<file path="config.mk">
export PLATFORM = sky130hd
export DESIGN_NAME = wb_arbiter_2m
export DESIGN_NICKNAME = d
export VERILOG_FILES = /design/src/rtl/wb_arbiter_2m.sv
export SDC_FILE = /design/constraint.sdc
export NUM_CORES = 1
export LEC_CHECK = 0
export CAP_MARGIN = 10
export CORE_AREA = 2 2 161 163
export CTS_CLUSTER_DIAMETER = 150
export CTS_CLUSTER_SIZE = 24
export DETAILED_ROUTE_END_ITERATION = 16
export DIE_AREA = 0 0 163 165
export PLACE_DENSITY = 0.53
export RECOVER_POWER = 100
export SLEW_MARGIN = 25
export SYNTH_ARGS = -nofsm -noshare
export SYNTH_HDL_FRONTEND = slang
export SYNTH_SLANG_ARGS = --single-unit
</file>
<file path="constraint.sdc">
create_clock -name CLK_I -period 2.1 [get_ports CLK_I]
set_input_delay 0.315 -clock CLK_I [delete_from_list [all_inputs] [get_ports CLK_I]]
set_output_delay 0.315 -clock CLK_I [all_outputs]
set_load 0.02 [all_outputs]
</file>
<file path="src/rtl/wb_arbiter_2m.sv">
// ----------------------------------------------------------------------------
// wb_arbiter_2m
// Two-master Wishbone arbiter in front of a single shared slave (CSR memory).
// Both masters compete for the slave. A tie is broken round-robin using
// last_grant. A grant is held for as long as the owning master keeps CYC
// asserted. A stalled slave is cut off after TIMEOUT unacknowledged strobe
// cycles, and the owning master then sees a single-cycle ERR.
//
// Parameters
//   DATA_SIZE : width of every data bus
//   ADR_SIZE  : width of every address bus
//   TIMEOUT   : granted strobe cycles without S_ACK_I before ERR (2..255)
//
// Ports
//   CLK_I, RST_I        : clock; asynchronous active-low reset
//   Mn_CYC_I/STB_I/WE_I : Wishbone control from master n (n = 0,1)
//   Mn_ADR_I, Mn_DAT_I  : address and write data from master n
//   Mn_DAT_O            : read data to master n (0 unless granted)
//   Mn_ACK_O, Mn_ERR_O  : acknowledge / timeout error to master n
//   S_CYC_O..S_DAT_O    : request forwarded to the shared slave
//   S_DAT_I, S_ACK_I    : read data and acknowledge from the slave
// ----------------------------------------------------------------------------
module wb_arbiter_2m #(
    parameter int DATA_SIZE = 64,
    parameter int ADR_SIZE  = 3,
    parameter int TIMEOUT   = 16
) (
    input  logic                 CLK_I,
    input  logic                 RST_I,

    input  logic                 M0_CYC_I,
    input  logic                 M0_STB_I,
    input  logic                 M0_WE_I,
    input  logic [ADR_SIZE-1:0]  M0_ADR_I,
    input  logic [DATA_SIZE-1:0] M0_DAT_I,
    output logic [DATA_SIZE-1:0] M0_DAT_O,
    output logic                 M0_ACK_O,
    output logic                 M0_ERR_O,

    input  logic                 M1_CYC_I,
    input  logic                 M1_STB_I,
    input  logic                 M1_WE_I,
    input  logic [ADR_SIZE-1:0]  M1_ADR_I,
    input  logic [DATA_SIZE-1:0] M1_DAT_I,
    output logic [DATA_SIZE-1:0] M1_DAT_O,
    output logic                 M1_ACK_O,
    output logic                 M1_ERR_O,

    output logic                 S_CYC_O,
    output logic                 S_STB_O,
    output logic                 S_WE_O,
    output logic [ADR_SIZE-1:0]  S_ADR_O,
    output logic [DATA_SIZE-1:0] S_DAT_O,
    input  logic [DATA_SIZE-1:0] S_DAT_I,
    input  logic                 S_ACK_I
);

    localparam int CW = $clog2(TIMEOUT + 1);
    localparam logic [CW-1:0] CNT_LAST = CW'(TIMEOUT - 1);

    typedef enum logic [1:0] {
        IDLE   = 2'd0,
        GRANT0 = 2'd1,
        GRANT1 = 2'd2
    } state_t;

    state_t         r_state;
    logic           r_last_grant;
    logic [CW-1:0]  r_cnt;

    logic           w_req0;
    logic           w_req1;
    logic           w_g0;
    logic           w_g1;
    logic           w_cyc_sel;
    logic           w_stb_sel;
    logic           w_timeout;

    assign w_req0 = M0_CYC_I & M0_STB_I;
    assign w_req1 = M1_CYC_I & M1_STB_I;
    assign w_g0   = (r_state == GRANT0);
    assign w_g1   = (r_state == GRANT1);

    // Control of whichever master currently owns the slave (0 in IDLE).
    assign w_cyc_sel = (w_g0 & M0_CYC_I) | (w_g1 & M1_CYC_I);
    assign w_stb_sel = (w_g0 & M0_STB_I) | (w_g1 & M1_STB_I);

    // Fires on the TIMEOUT-th consecutive unacknowledged strobe cycle.
    // Gating with ~S_ACK_I lets a late ACK win the race against the timeout.
    assign w_timeout = (w_g0 | w_g1) & (r_cnt == CNT_LAST) & w_stb_sel & ~S_ACK_I;

    // The slave request is a pure mux on the grant, so the bus follows the
    // owning master with no extra latency and drops in the cycle CYC drops.
    assign S_CYC_O = w_cyc_sel;
    assign S_STB_O = w_stb_sel;
    assign S_WE_O  = (w_g0 & M0_WE_I) | (w_g1 & M1_WE_I);
    assign S_ADR_O = w_g0 ? M0_ADR_I : (w_g1 ? M1_ADR_I : '0);
    assign S_DAT_O = w_g0 ? M0_DAT_I : (w_g1 ? M1_DAT_I : '0);

    assign M0_DAT_O = w_g0 ? S_DAT_I : '0;
    assign M1_DAT_O = w_g1 ? S_DAT_I : '0;
    assign M0_ACK_O = w_g0 & S_ACK_I;
    assign M1_ACK_O = w_g1 & S_ACK_I;
    assign M0_ERR_O = w_g0 & w_timeout;
    assign M1_ERR_O = w_g1 & w_timeout;

    always_ff @(posedge CLK_I or negedge RST_I) begin
        if (!RST_I) begin
            r_state      <= IDLE;
            r_last_grant <= 1'b1;   // master 0 wins the first tie
            r_cnt        <= '0;
        end else begin
            case (r_state)
                IDLE: begin
                    r_cnt <= '0;
                    if (w_req0 && w_req1) begin
                        if (r_last_grant) begin
                            r_state      <= GRANT0;
                            r_last_grant <= 1'b0;
                        end else begin
                            r_state      <= GRANT1;
                            r_last_grant <= 1'b1;
                        end
                    end else if (w_req0) begin
                        r_state      <= GRANT0;
                        r_last_grant <= 1'b0;
                    end else if (w_req1) begin
                        r_state      <= GRANT1;
                        r_last_grant <= 1'b1;
                    end
                end

                GRANT0, GRANT1: begin
                    // last_grant is left alone on exit, so after a timeout the
                    // other master wins the next tie.
                    if (!w_cyc_sel || w_timeout) begin
                        r_state <= IDLE;
                        r_cnt   <= '0;
                    end else if (w_stb_sel && !S_ACK_I) begin
                        r_cnt   <= r_cnt + CW'(1);
                    end else begin
                        r_cnt   <= '0;
                    end
                end

                default: begin
                    r_state <= IDLE;
                    r_cnt   <= '0;
                end
            endcase
        end
    end

endmodule
</file>
### Word-level counts from Yosys, hierarchy flattened

Cells that the tools add are included.

| storage, ports and cells | value |
|---|---|
| bits in registers | 8 |
| input port bits | 207 |
| output and inout bits | 202 |
| word-level logic and storage cells | 58 |

| operators by class | value |
|---|---|
| $add $sub $neg | 1 |
| equality and inequality tests | 5 |
| multiplexer cells | 19 |
| bitwise logic cells | 20 |
| reductions and logical operators | 10 |

Operators by type and width:

| cell | count |
|---|---|
| $mux W64 | 4 |
| $and A1 B1 Y1 | 15 |
| $mux W5 | 3 |
| $mux W2 | 5 |
| $mux W3 | 2 |
| $add A5 B1 Y5 const B | 1 |
| $eq A5 B4 Y1 const B | 1 |
| $mux W1 | 4 |
| $ne A4 B4 Y1 const B | 1 |
| $or A1 B1 Y1 | 4 |
| $pmux W2 S2 | 1 |
| $reduce_and A2 Y1 | 2 |
| $reduce_bool A3 Y1 | 1 |
| $eq A2 B1 Y1 const B | 1 |
| $eq A2 B2 Y1 const B | 1 |
| $logic_and A1 B1 Y1 | 2 |
| $logic_not A1 Y1 | 2 |
| $logic_not A2 Y1 | 1 |
| $ne A2 B2 Y1 const B | 1 |
| $reduce_or A2 Y1 | 1 |
| $logic_or A1 B1 Y1 | 1 |
| $not A1 Y1 | 1 |

### Longest topological paths before layout

| logic depth | value |
|---|---|
| depth after elaboration | 8 |
| gate-level depth with buffers | 7 |
| mapped depth without buffers | 6 |

### Worst setup path after synthesis

Ideal clock, no wire load.

| timing | value |
|---|---|
| path kind | register -> output |
| from | register r_state[1] |
| to | output port M0_DAT_O[10] |
| data arrival time | 1.412 ns |
| data required time | 1.785 ns |
| path slack | 0.373 ns |
| cell stages (with the launch flop) | 7 |
| path through | dfrtp_1 inv_1 ha_1 buf_2 buf_2 clkbuf_1 and2_1 |

| on the way | value |
|---|---|
| word-level cells in the longest chain between the ends | 2 |

RTL lines:

| element | line | text |
|---|---|---|
| start, declared | 67 | `state_t r_state;` |
| start signal, assigned | 109 | `r_state <= IDLE;` |
| start signal, assigned | 118 | `r_state <= GRANT0;` |
| start signal, assigned | 121 | `r_state <= GRANT1;` |
| $eq A2 B1 Y1 | 81 | `assign w_g0 = (r_state == GRANT0);` |
| $mux W64 | 100 | `assign M0_DAT_O = w_g0 ? S_DAT_I : '0;` |
| end, declared | 36 | `output logic [DATA_SIZE-1:0] M0_DAT_O,` |

No other way between the ends.

### Worst setup path in the final report

| timing | value |
|---|---|
| from | register r_state[1] |
| to | output port S_DAT_O[26] |

| on the way | value |
|---|---|
| word-level cells in the longest chain between the ends | 3 |
| elaborated cells between the ends (all ways) | 4 |

RTL lines:

| element | line | text |
|---|---|---|
| $eq A2 B2 Y1 | 82 | `assign w_g1 = (r_state == GRANT1);` |
| $mux W64 | 98 | `assign S_DAT_O = w_g0 ? M0_DAT_I : (w_g1 ? M1_DAT_I : '0);` |
| $mux W64 (*) | 98 |  |
| end, declared | 53 | `output logic [DATA_SIZE-1:0] S_DAT_O,` |

Every way passes the cells marked *; elsewhere a longest branch is shown, timed or not.

==> flow_summary.json <==
{
  "outcome": "finished with violations",
  "violations": "negative setup slack",
  "drv_cap": 0,
  "worst_ir_drop_vdd_mv": 0.4619,
  "io_pins": 409,
  "finalNonFillerCells": 1041,
  "antenna_found_initial": 0,
  "die_x_um": 163,
  "fp-row-count": 58,
  "detailed_place_hpwl_mm": 15.20,
  "powerDensity_mw_per_mm2": 1008,
  "grt_max_degree": 54,
  "rsz0062_at_grt": "yes",
  "required_ns": 1.78,
  "tightest_slew_ns": 0.4016,
  "fin_total_pwr_mw": 6.902,
  "drive_gt1_frac": 0.2887,
  "cts_buffers": 3,
  "clock-root-buffer": "clkbuf_16",
  "ys_seq_elements": 8,
  "clk_pin_slew_ns": 0.04,
  "dpl_cell_area_sq_mm": 0.006690,
  "critPathCaptureType": "output port",
  "period_share": 1.075,
  "fin_ws_ns": -0.1584,
  "final_nets": 923,
  "drv_slew": 0,
  "vias": 3941,
  "postCtsHoldBufs": 0,
  "mostFrequentLayoutCells": "clkdlybuf4s50_1, and2_1, a22o_1",
  "final_common_cell": "clkdlybuf4s50_1",
  "gp_congestion": 0.7950,
  "crit_arrival_ns": 1.94,
  "start_kind": "flip-flop",
  "clock.fmax_mhz": 442.8,
  "dr.pass1.iters": 6,
  "synth_cells": 277,
  "whs_ns": 0.4462,
  "ys_warn_count": 0,
  "pre_cts_slack_ns": -0.2389,
  "setup_viol": 49,
  "dp_cells": 1019,
  "finalCriticalPeriod_ns": 2.258,
  "path_max_fanout": 7,
  "p_switching_mw": 3.414,
  "routed_wl_mm": 20.08,
  "cts_buffer_depth": 2,
  "cts_tree": "yes",
  "clock-sinks": 8,
  "intPower_mw": 3.488,
  "crit_type": "flip-flop to output port",
  "drtIter0Drc": 166,
  "grt_first_pass_wirelength_mm": 27.44,
  "initial_core_util": 0.08166,
  "p_seq_frac": 0.031,
  "fillers": 2744,
  "vias_per_cell": 3.786,
  "grt_pass1_vias": 4125,
  "p_sw_frac": 0.4947,
  "syn2layout_area_growth_pct": 234.9,
  "wl_per_cell_um": 19.29,
  "seqCellArea_sq_um": 201.4,
  "yosys.cell_types.count": 28,
  "die_h_um": 165,
  "core-area_sq_mm": 0.02504,
  "synth_nets": 489,
  "gr-usage-all-layers": 0.1367,
  "skew_ns": 0.004623,
  "drtAntennaViolNets": 0,
  "synth_area_sq_mm": 0.002044,
  "drc": 0,
  "port-buffer-count": 408,
  "htreeDepth": 1,
  "yosysSeqAreaShare": 0.09853,
  "die-area_sq_mm": 0.02690,
  "p_comb_frac": 0.920,
  "hold_viol": 0,
  "multi_input_area_sq_mm": 0.001735,
  "leakage_nw": 3.174,
  "pwr-share-clk": 0.048,
  "clkLatencyLatePin_ns": 0.23,
  "avgSynthCellArea_sq_um": 7.381,
  "hold_class": "input pin to asynchronous set/reset pin",
  "relSlewSlack": 0.7314,
  "overflow": 0,
  "stdcell_area_sq_mm": 0.006848
}
## worst paths after layout
check / start / endpoint / slack, ns / depth (start not counted)
max: r_state[1] / S_DAT_O[26] / -0.16 / 9
min: RST_I / r_state[1] / 0.45 / 1
min in group CLK_I: r_cnt[0] / r_cnt[0] / 0.53 / 2
min reg2reg: r_cnt[0] / r_cnt[0] / 0.53 / 2
max in group asynchronous: RST_I / r_last_grant / 1.33 / 1
max reg2reg: r_state[1] / r_cnt[3] / 0.24 / 8
## per-stage QoR
| stage | setup TNS [ns] | utilization |
|---|---|---|
| 3_3_place_gp | -13.24 | 0.2672 |
| 2_1_floorplan | 0 | - |
| 5_1_grt | -5.667 | 0.2734 |
| 3_5_place_dp | -15.03 | 0.2672 |
| 4_1_cts | -4.373 | 0.2749 |
| 6_report | -2.275 | 0.2735 |
## registers in the layout, summed over array words and instances, names as in the netlist
name,count
r_cnt,5
r_state,2
r_last_grant,1
## cell usage after synthesis
master | n | area share
and3_1 | 1 | 0.0031
nand3_1 | 2 | 0.0049
a31oi_1 | 1 | 0.0031
and2b_1 | 1 | 0.0037
a21oi_1 | 1 | 0.0024
inv_1 | 5 | 0.0092
dfrtp_1 | 7 | 0.086
clkbuf_1 | 19 | 0.035
and2_1 | 132 | 0.40
o2111ai_1 | 3 | 0.013
xor2_1 | 1 | 0.0043
buf_2 | 5 | 0.012
a22oi_2 | 1 | 0.0061
buf_4 | 1 | 0.0037
clkbuf_2 | 1 | 0.0024
nor2_1 | 6 | 0.011
a41oi_1 | 1 | 0.0043
nand4_1 | 4 | 0.012
o211ai_1 | 2 | 0.0073
dfstp_2 | 1 | 0.013
nand3b_1 | 1 | 0.0037
buf_6 | 3 | 0.017
xnor2_1 | 1 | 0.0043
nand2_1 | 2 | 0.0037
a22o_2 | 1 | 0.0049
ha_1 | 5 | 0.031
o211a_1 | 1 | 0.0049
a22o_1 | 68 | 0.29
## metal layers
metal	track usage	vias to the layer above	wire, um
li1	-	1855	-
met1	0.1683	1814	8129
met2	0.2404	260	9659
met3	0.04244	12	2055
met4	0.01609	0	233
met5	0	-	0
## final cells by class
class | instances | share of cell area
Timing Repair Buffer | 458 | 0.6422
Clock buffer | 4 | 0.01151
Multi-Input combinational cell | 235 | 0.2534
Antenna cell | 1 | 0.0003654
Sequential cell | 8 | 0.02942
Tap cell | 330 | 0.06030
Inverter | 5 | 0.002741
## power groups by stage
stage	Clock, mW	Sequential [mW]	Combinational, mW
2_1_floorplan	0	0.209	2.79
3_3_place_gp	0	0.212	5.90
3_5_place_dp	0	0.214	5.91
4_1_cts	0.343	0.215	6.19
5_1_grt	0.353	0.219	6.71
6_report	0.333	0.216	6.35
## what timing repair did
action,CTS,global route
pin swaps,6,11
cloned,7,1
resized for setup,498,173
endpoints found under the hold margin,0,0
setup endpoints to repair,201,150
buffers inserted,9,4
## critical path, stage by stage, from the launching register on
cell and delay, ns:
dfrtp_1 0.40, buf_6 0.13, ha_4 0.15, and2b_4 0.17
buf_12 0.14, buf_12 0.13, buf_16 0.13, buf_6 0.10
a22o_1 0.20, buf_6 0.14
## kinds of logic (layout without fill, tap and decap cells)
logic type	count (synthesis)	after routing	synth area share
simple gates	149	149	0.4461
compound gates	79	79	0.3372
buf+inv	34	467	0.07895
flops	8	8	0.09853
fa+ha+maj	5	5	0.03060
xor+xnor	2	2	0.008569
other cells	0	1	0
Power figures use the tool's default switching activity.
